$ cat src/rtl/display_arb_pkg.sv
// Shared types and sizing helpers for the display share arbiter.
package display_arb_pkg;

  typedef enum logic {ARB_IDLE, ARB_DWELL} arb_state_t;

  localparam int DWELL_DEFAULT   = 12_000_000;
  localparam int DWELL_W_DEFAULT = 24;

  // Owner / pointer width; never narrower than one bit.
  function automatic int idx_width(input int n);
    return (n > 1) ? $clog2(n) : 1;
  endfunction

endpackage

$ cat src/rtl/display_share_arbiter_rr_pick.sv
// Combinational round-robin picker: first set request at or after ptr, wrapping.
module rr_pick
  import display_arb_pkg::*;
#(
  parameter  int N  = 4,
  localparam int IW = idx_width(N)
) (
  input  logic [N-1:0]  req,
  input  logic [IW-1:0] ptr,
  output logic          any,
  output logic [IW-1:0] idx
);

  logic [2*N-1:0] dbl;
  logic [N-1:0]   rot;
  logic [IW:0]    sum;

  always_comb begin
    any = 1'b0;
    idx = '0;
    sum = '0;
    dbl = {req, req};
    rot = N'(dbl >> ptr);
    // Scan downwards so the smallest offset from ptr wins.
    for (int k = N - 1; k >= 0; k--) begin
      if (rot[k]) begin
        any = 1'b1;
        sum = {1'b0, ptr} + (IW + 1)'(k);
        if (sum >= (IW + 1)'(N)) begin
          sum = sum - (IW + 1)'(N);
        end
        idx = sum[IW-1:0];
      end
    end
  end

endmodule

$ cat src/rtl/display_share_arbiter.sv
// Round-robin sharing of one multiplexed 7-segment number bus with a dwell time.
// Optional requester-0 preemption is enabled with DISPLAY_ARB_PREEMPT_EN.
module display_share_arbiter
  import display_arb_pkg::*;
#(
  parameter  int N_REQ   = 4,
  parameter  int N_DIG   = 4,
  parameter  int DWELL   = DWELL_DEFAULT,
  parameter  int DWELL_W = DWELL_W_DEFAULT,
  localparam int NW      = N_DIG * 4,
  localparam int IW      = idx_width(N_REQ)
) (
  input  logic                  clk,
  input  logic                  reset,
  input  logic [N_REQ-1:0]      req_valid,
  input  logic [N_REQ*NW-1:0]   req_number,
  output logic [N_REQ-1:0]      req_ready,
  output logic [NW-1:0]         number,
  output logic [IW-1:0]         owner,
  output logic                  busy
);

  localparam int               DWELL_EFF = (DWELL < 1) ? 1 : DWELL;
  localparam logic [DWELL_W-1:0] CNT_LOAD = DWELL_W'(DWELL_EFF - 1);

  arb_state_t         state_q, state_d;
  logic [DWELL_W-1:0] cnt_q, cnt_d;
  logic [IW-1:0]      ptr_q, ptr_d;
  logic [NW-1:0]      number_q, number_d;
  logic [IW-1:0]      owner_q, owner_d;
  logic [N_REQ-1:0]   ready_q, ready_d;

  logic [NW-1:0]      slice [N_REQ];
  logic [IW-1:0]      pick_ptr;
  logic [IW-1:0]      pick_idx;
  logic               pick_any;
  logic               preempt_hit;

  genvar gi;
  generate
    for (gi = 0; gi < N_REQ; gi++) begin : g_slice
      assign slice[gi] = req_number[gi*NW +: NW];
    end
  endgenerate

`ifdef DISPLAY_ARB_PREEMPT_EN
  logic preempt_q, preempt_d;

  assign preempt_hit = (state_q == ARB_DWELL) && req_valid[0] && (owner_q != '0);
  assign pick_ptr    = preempt_q ? '0 : ptr_q;

  always_ff @(posedge clk or posedge reset) begin
    if (reset) preempt_q <= 1'b0;
    else       preempt_q <= preempt_d;
  end

  // The forced-zero pointer applies to exactly one IDLE cycle after an abort.
  always_comb begin
    preempt_d = preempt_q;
    if (state_q == ARB_IDLE) preempt_d = 1'b0;
    if (preempt_hit)         preempt_d = 1'b1;
  end
`else
  assign preempt_hit = 1'b0;
  assign pick_ptr    = ptr_q;
`endif

  rr_pick #(.N(N_REQ)) u_pick (
    .req (req_valid),
    .ptr (pick_ptr),
    .any (pick_any),
    .idx (pick_idx)
  );

  always_ff @(posedge clk or posedge reset) begin
    if (reset) begin
      state_q  <= ARB_IDLE;
      cnt_q    <= '0;
      ptr_q    <= '0;
      number_q <= '0;
      owner_q  <= '0;
      ready_q  <= '0;
    end else begin
      state_q  <= state_d;
      cnt_q    <= cnt_d;
      ptr_q    <= ptr_d;
      number_q <= number_d;
      owner_q  <= owner_d;
      ready_q  <= ready_d;
    end
  end

  always_comb begin
    state_d = state_q;
    case (state_q)
      ARB_IDLE:  if (pick_any) state_d = ARB_DWELL;
      ARB_DWELL: if (cnt_q == '0 || preempt_hit) state_d = ARB_IDLE;
      default:   state_d = ARB_IDLE;
    endcase
  end

  always_comb begin
    cnt_d    = cnt_q;
    ptr_d    = ptr_q;
    number_d = number_q;
    owner_d  = owner_q;
    ready_d  = '0;
    if (state_q == ARB_IDLE) begin
      if (pick_any) begin
        number_d = slice[pick_idx];
        owner_d  = pick_idx;
        ready_d  = N_REQ'(1) << pick_idx;
        cnt_d    = CNT_LOAD;
        ptr_d    = (pick_idx == IW'(N_REQ - 1)) ? '0 : pick_idx + IW'(1);
      end
    end else if (cnt_q != '0) begin
      cnt_d = cnt_q - DWELL_W'(1);
    end
  end

  assign req_ready = ready_q;
  assign number    = number_q;
  assign owner     = owner_q;
  assign busy      = (state_q == ARB_DWELL);

endmodule
$ cat config.mk
export PLATFORM = sky130hd
export DESIGN_NAME = display_share_arbiter
export DESIGN_NICKNAME = d
export VERILOG_FILES = /design/src/rtl/display_arb_pkg.sv /design/src/rtl/display_share_arbiter_rr_pick.sv /design/src/rtl/display_share_arbiter.sv
export SDC_FILE = /design/constraint.sdc
export NUM_CORES = 1
export LEC_CHECK = 0
export ABC_AREA = 1
export BUFFER_PORTS_ARGS = -buffer_cell sky130_fd_sc_hd__clkbuf_2
export CORE_ASPECT_RATIO = 0.8
export CORE_MARGIN = 2
export CORE_UTILIZATION = 50
export CTS_BUF_LIST = sky130_fd_sc_hd__clkbuf_4 sky130_fd_sc_hd__clkbuf_8
export DETAILED_ROUTE_END_ITERATION = 10
export PLACE_DENSITY = 0.77
export SETUP_SLACK_MARGIN = 0.02
export SYNTH_ARGS = -nofsm -noshare
export SYNTH_HDL_FRONTEND = slang
export SYNTH_HIERARCHICAL = 1
export SYNTH_SLANG_ARGS = --single-unit
$ cat constraint.sdc
create_clock -name clk -period 2.93 [get_ports clk]
set_input_delay 0.293 -clock clk [delete_from_list [all_inputs] [get_ports clk]]
set_output_delay 0.293 -clock clk [all_outputs]
set_load 0.02 [all_outputs]
After elaboration in Yosys (flattened, before gate mapping)
Cells that the tools add are included.
{"block": "classes", "n_eq_ne": 2, "n_shift": 2, "addsub": 9, "n_bitwise": 2, "magnitude_cmp": 5, "muxes": 24, "reduce_logical": 5}
{"op": "2-to-1 mux 24 bit", "count": 3}
{"op": "binary-select mux 16 bit (select 2 bit)", "count": 1}
{"op": "2-to-1 mux 16 bit", "count": 2}
{"op": "zero test 24 bit", "count": 1}
{"op": "nonzero test 24 bit", "count": 1}
{"op": "subtractor 24 x 1 -> 24 bit (second input constant)", "count": 1}
{"op": "2-to-1 mux 2 bit", "count": 9}
{"op": ">= comparator 3 bit (second input constant)", "count": 4}
{"op": "2-to-1 mux 4 bit", "count": 2}
{"op": "right shift 8 x 2 -> 4 bit", "count": 1}
{"op": "subtractor 2 x 1 -> 2 bit (second input constant)", "count": 4}
{"op": "adder 2 x 2 -> 3 bit (second input constant)", "count": 2}
{"op": "2-to-1 mux 1 bit", "count": 6}
{"op": "AND reduction 2 bit", "count": 2}
{"op": "<< shifter 1 x 2 -> 4 bit (first input constant)", "count": 1}
{"op": "adder 2 x 1 -> 3 bit (second input constant)", "count": 1}
{"op": ">= comparator 2 x 3 -> 1 bit (second input constant)", "count": 1}
{"op": "inverter 2 -> 3 bit", "count": 1}
{"op": "adder 2 x 1 -> 2 bit (second input constant)", "count": 1}
{"op": "== test 2 bit (second input constant)", "count": 1}
{"op": "!= test 2 x 1 -> 1 bit (second input constant)", "count": 1}
{"op": "case mux 1 bit (2 select lines)", "count": 1}
{"op": "nonzero test 2 bit", "count": 1}
{"op": "inverter 1 bit", "count": 1}
{"block": "totals", "regBits": 49}

Depth between registers and ports, before layout
{"block": "depth", "word_depth": 11, "mapped_depth": 16, "depth_no_buf": 14}

Hierarchy
Netlist, hierarchy kept.
{"module": "display_share_arbiter", "n_inst": 1, "area_per_inst_um2": 3044.2, "seq_area_each_um2": 1226.2, "cells_per_inst": 442}
{"module": "rr_pick", "n_inst": 1, "area_per_inst_um2": 242.7, "seq_area_each_um2": 0.0, "cells_per_inst": 46}

Worst setup path after synthesis
No wires, ideal clock.
{"block": "synth_path", "path_kind": "reg-to-reg", "startpoint": "reg ptr_q[0], in the netlist pick_ptr[0]", "endpoint": "reg ptr_q[1], in the netlist pick_ptr[1]", "t_arrival_ns": 1.942, "required_ns": 2.814, "period_less_slack_ns": 2.059, "stages_incl_launch_ff": 15, "path_slack_ns": 0.871, "setup_time_ns": 0.116, "path_cell_list": "dfrtp_1 -> buf_6 -> inv_6 -> nand2_1 -> nand3_1 -> nand2_1 -> nor2_1 -> nand3_1 -> nand2_1 -> clkbuf_1 -> inv_1 -> clkbuf_1 -> ha_1 -> nand2_1 -> nand2_1"}
{"block": "synth_via", "elab_chain_len": 9}
{"item": "start, declared", "line": "display_share_arbiter.sv:28", "source": "logic [IW-1:0] ptr_q, ptr_d;"}
{"item": "start signal, assigned", "line": "display_share_arbiter.sv:86", "source": "ptr_q <= ptr_d;"}
{"item": "adder 2 x 2 -> 3 bit", "line": "display_share_arbiter_rr_pick.sv:28", "source": "sum = {1'b0, ptr} + (IW + 1)'(k);"}
{"item": ">= comparator 3 bit or subtractor 2 x 1 -> 2 bit (tied branches)", "line": "display_share_arbiter_rr_pick.sv:29, display_share_arbiter_rr_pick.sv:30"}
{"item": "2-to-1 mux 2 bit", "line": "display_share_arbiter_rr_pick.sv:29", "source": "if (sum >= (IW + 1)'(N)) begin"}
{"item": "2-to-1 mux 2 bit (3 in a row)", "line": "display_share_arbiter_rr_pick.sv:26", "source": "if (rot[k]) begin"}
{"item": "2-to-1 mux 2 bit (*)", "line": "display_share_arbiter_rr_pick.sv:26"}
{"item": "via pick_idx[0]", "line": "display_share_arbiter.sv:35", "source": "logic [IW-1:0] pick_idx;"}
{"item": "adder 2 x 1 -> 2 bit or == test 2 bit (tied branches)", "line": "display_share_arbiter.sv:114", "source": "ptr_d = (pick_idx == IW'(N_REQ - 1)) ? '0 : pick_idx + IW'(1);"}
{"item": "2-to-1 mux 2 bit (*)", "line": "display_share_arbiter.sv:114"}
Mark *: on every way through the listed nets, which the timed path passes. The rest lies on a longest branch.
A chain may end at the register's enable or synchronous reset.

Final worst setup path
{"block": "layout_path", "startpoint": "reg ptr_q[0], in the netlist pick_ptr[0]", "endpoint": "reg cnt_q[1]"}
{"block": "layout_via", "elab_chain_len": 7}
{"item": "right shift 8 x 2 -> 4 bit (*)", "line": "display_share_arbiter_rr_pick.sv:23", "source": "rot = N'(dbl >> ptr);"}
{"item": "2-to-1 mux 1 bit (3 in a row)", "line": "display_share_arbiter_rr_pick.sv:26"}
{"item": "2-to-1 mux 1 bit (*)", "line": "display_share_arbiter_rr_pick.sv:26"}
{"item": "via pick_any", "line": "display_share_arbiter.sv:36", "source": "logic pick_any;"}
{"item": "nonzero test 2 bit (no source line) (*)"}
{"item": "AND reduction 2 bit (no source line) (*)"}
{"item": "end signal, assigned", "line": "display_share_arbiter.sv:85", "source": "cnt_q <= cnt_d;"}
{"item": "end, declared", "line": "display_share_arbiter.sv:27", "source": "logic [DWELL_W-1:0] cnt_q, cnt_d;"}
Marks and branches as above.

==> impl_metrics.yaml <==
placed_design:
  place.gp.congestion: 0.835
  numPortBuffers: 92
  pre_cts_ws_ps: 445
  dp_hpwl_mm: 6.09
power:
  ir_drop_mv: 0.153
  power_density_nw_per_um2: 323
  leakage_nw: 2.04
setup_path:
  r2r_start: "pick_ptr[0]"
  crit_slowest_cell: "dfrtp_1"
  worstPathRequired_ps: 3090
  critPathMaxStageDelay_ps: 510
  arrival_ps: 2690
  r2r_end: "cnt_q[1]"
  cp-start-kind: "flip-flop"
  worstSetupPathType: "reg2reg"
  crit_fanout: 30
  path_delay_family: "simple AND/OR/NAND/NOR gates"
  cp-end-kind: "flip-flop"
  worst-path-buf-inv: 2
  r2r_cells: 10
  crit_chain: "inv_6 -> nand2_1 -> nand3_1 -> nand2_2 -> a21oi_1 -> nand4_1 -> nand2_4 -> inv_2 -> a21oi_4 -> o21ai_0"
  reg2reg_slack_ps: 410
job:
  timing.max_cap.violations: 0
clocking:
  cts_sinks: 49
  worstSkewPairLatency_ps: 300
  cts_hold_buf: 0
  cts_tree: "done"
  root_buffer: "clkbuf_8"
  clockBufferDepth: 2
  h-tree-depth: 2
  clk_pin_slew_ps: 90
  cts_post_setup_buffers_inserted: 0
  cts_inserted_buffers: 5
  post_cts_resized: 0
sta:
  timing.hold.ws_ps: 227
  finalSetupTns_ps: 0
  finalCriticalPeriod_ps: 2520
  fin_ws_ps: 405
  setup_violations: 0
  hold_viol: 0
  slew_viol_final: 0
  worstMarginPinSlew_ps: 1040
  slew_headroom: 0.308
  fin_crit_sh: 0.862
  rsz0062_at_grt: "false"
  fin_skew_ps: 4.15
  fmax_mhz: 396
synthesis:
  syn_avg_cell_area_um2: 6.74
  synthArstFlopShare: 1.00
  synth_area_um2: 3290
  synthTopCellsByArea: "dfrtp_1, nand2_1, nor2_1, o21ai_0, nand3_1"
  synth_nets: 564
  ys_warn_count: 6
  synth_seq_cells: 49
  synthCells: 488
  synth_edf_count: 0
  synth_cell_types: 30
  synth_largest_area_cell: "dfrtp_1"
  synth-main-ff-cell: "dfrtp_1"
  synth.top_cell.area_share: 0.373
  seq_area_frac_synth: 0.373
detailed_routing:
  drt_iter0_drc: 248
  ant_nets: 0
  vias: 3488
  routed_wl_mm: 8.25
  wl_per_cell_um: 12.6
  post-route-drc-count: 0
  first_pass_iters: 5
  viasPerCell: 5.32
die:
  dieArea_um2: 7240
  die_h_um: 76.5
  ios: 93
  core_um2: 6380
  rows: 26
  start_util: 0.516
  die_w_um: 94.7
cells_and_area:
  mostFrequentLayoutCells: "nand2_1, nor2_1, clkbuf_2"
  drive_above_1_share: 0.224
  antenna_cells: 0
  nNetsFinal: 647
  areaGrowthSynthToFinish_pct: 17.6
  final_common_cell: "nand2_1"
grt:
  antenna_found_initial: 0
  grt_usage: 0.244
  grt_pass1_vias: 3314
  grt_max_degree: 50
  grt_pass1_wl_mm: 14.4
  grt-ovfl-total: 0
min_path:
  hold_class: "in2async"
run_status:
  status: "completed"
## through the flow
stage                      util  area, um^2  power [mW]  std cells
after global placement    0.592        3770       0.840        648
after detailed placement  0.592        3770       0.843        648
final                     0.606        3860        1.25        656
after global routing      0.606        3860        1.31        656
after CTS                 0.606        3860        1.25        656
after floorplan               -        3290       0.776        488
## worst max-delay path by stage
stage | slack [ps] | from | cells after the start | to
after global routing | 150 | pick_ptr[0] | 9 | cnt_q[15]
after floorplan | 870 | pick_ptr[0] | 14 | pick_ptr[1]
after CTS | 420 | pick_ptr[0] | 10 | cnt_q[19]
after global placement | 540 | pick_ptr[0] | 10 | cnt_q[19]
after detailed placement | 440 | pick_ptr[0] | 10 | cnt_q[19]
final | 410 | pick_ptr[0] | 10 | cnt_q[1]
## report_power, final
group | internal [mW] | switching, mW | total, mW | leakage (nW)
registers | 0.676 | 0 | 0.676 | 0.594
clock network | 0.198 | 0.222 | 0.420 | 0.0498
logic | 0.0655 | 0.0875 | 0.153 | 1.40
total | 0.939 | 0.309 | 1.25 | 2.04
## flip-flops by register name, summed over array words and instances, names as in the netlist
| register | flops |
|---|---|
| busy | 1 |
| cnt_q | 24 |
| number | 16 |
| owner | 2 |
| pick_ptr | 2 |
| req_ready | 4 |
## final cells by class
class	instances	area [um^2]
fillers	624	2510
flip-flops and latches	49	1230
well taps	84	105
inverters	41	159
clock buffers	8	91.3
repair buffers	96	490
multi-input cells	378	1790
## per-layer routing
metal / track usage / part of all wire / up-vias / wire, um
met1: 0.328 / 0.46 / 1601 / 3780
met5: 0 / 0 / - / 0
met4: 0.0841 / 0.019 / 0 / 156
li1: - / - / 1747 / -
met2: 0.393 / 0.46 / 122 / 3820
met3: 0.0455 / 0.060 / 18 / 496
## cells by family after synthesis
family,synth area share
AOI/OAI and AO/OA,0.128
adders and majority gates,0.0228
buffers and inverters,0.0815
and+or+nand+nor,0.378
DFF,0.373
xor gates and xnor gates,0.0160
## synth_stat cells, types with 2 or more instances
master    instances
buf_2             3
nand2_2           6
o22ai_1           6
nand2_4           5
nand2_1         119
nand4_1           9
nor2_1          106
clkbuf_1         13
inv_2             3
nand3_1          36
o21ai_0          47
ha_1              6
inv_1            36
buf_6             4
a21oi_1           2
dfrtp_1          49
xor2_1            5
a31oi_1          10
nor2_2            4
o21ai_1           9
No activity file was read; power rests on OpenSTA's default activity.
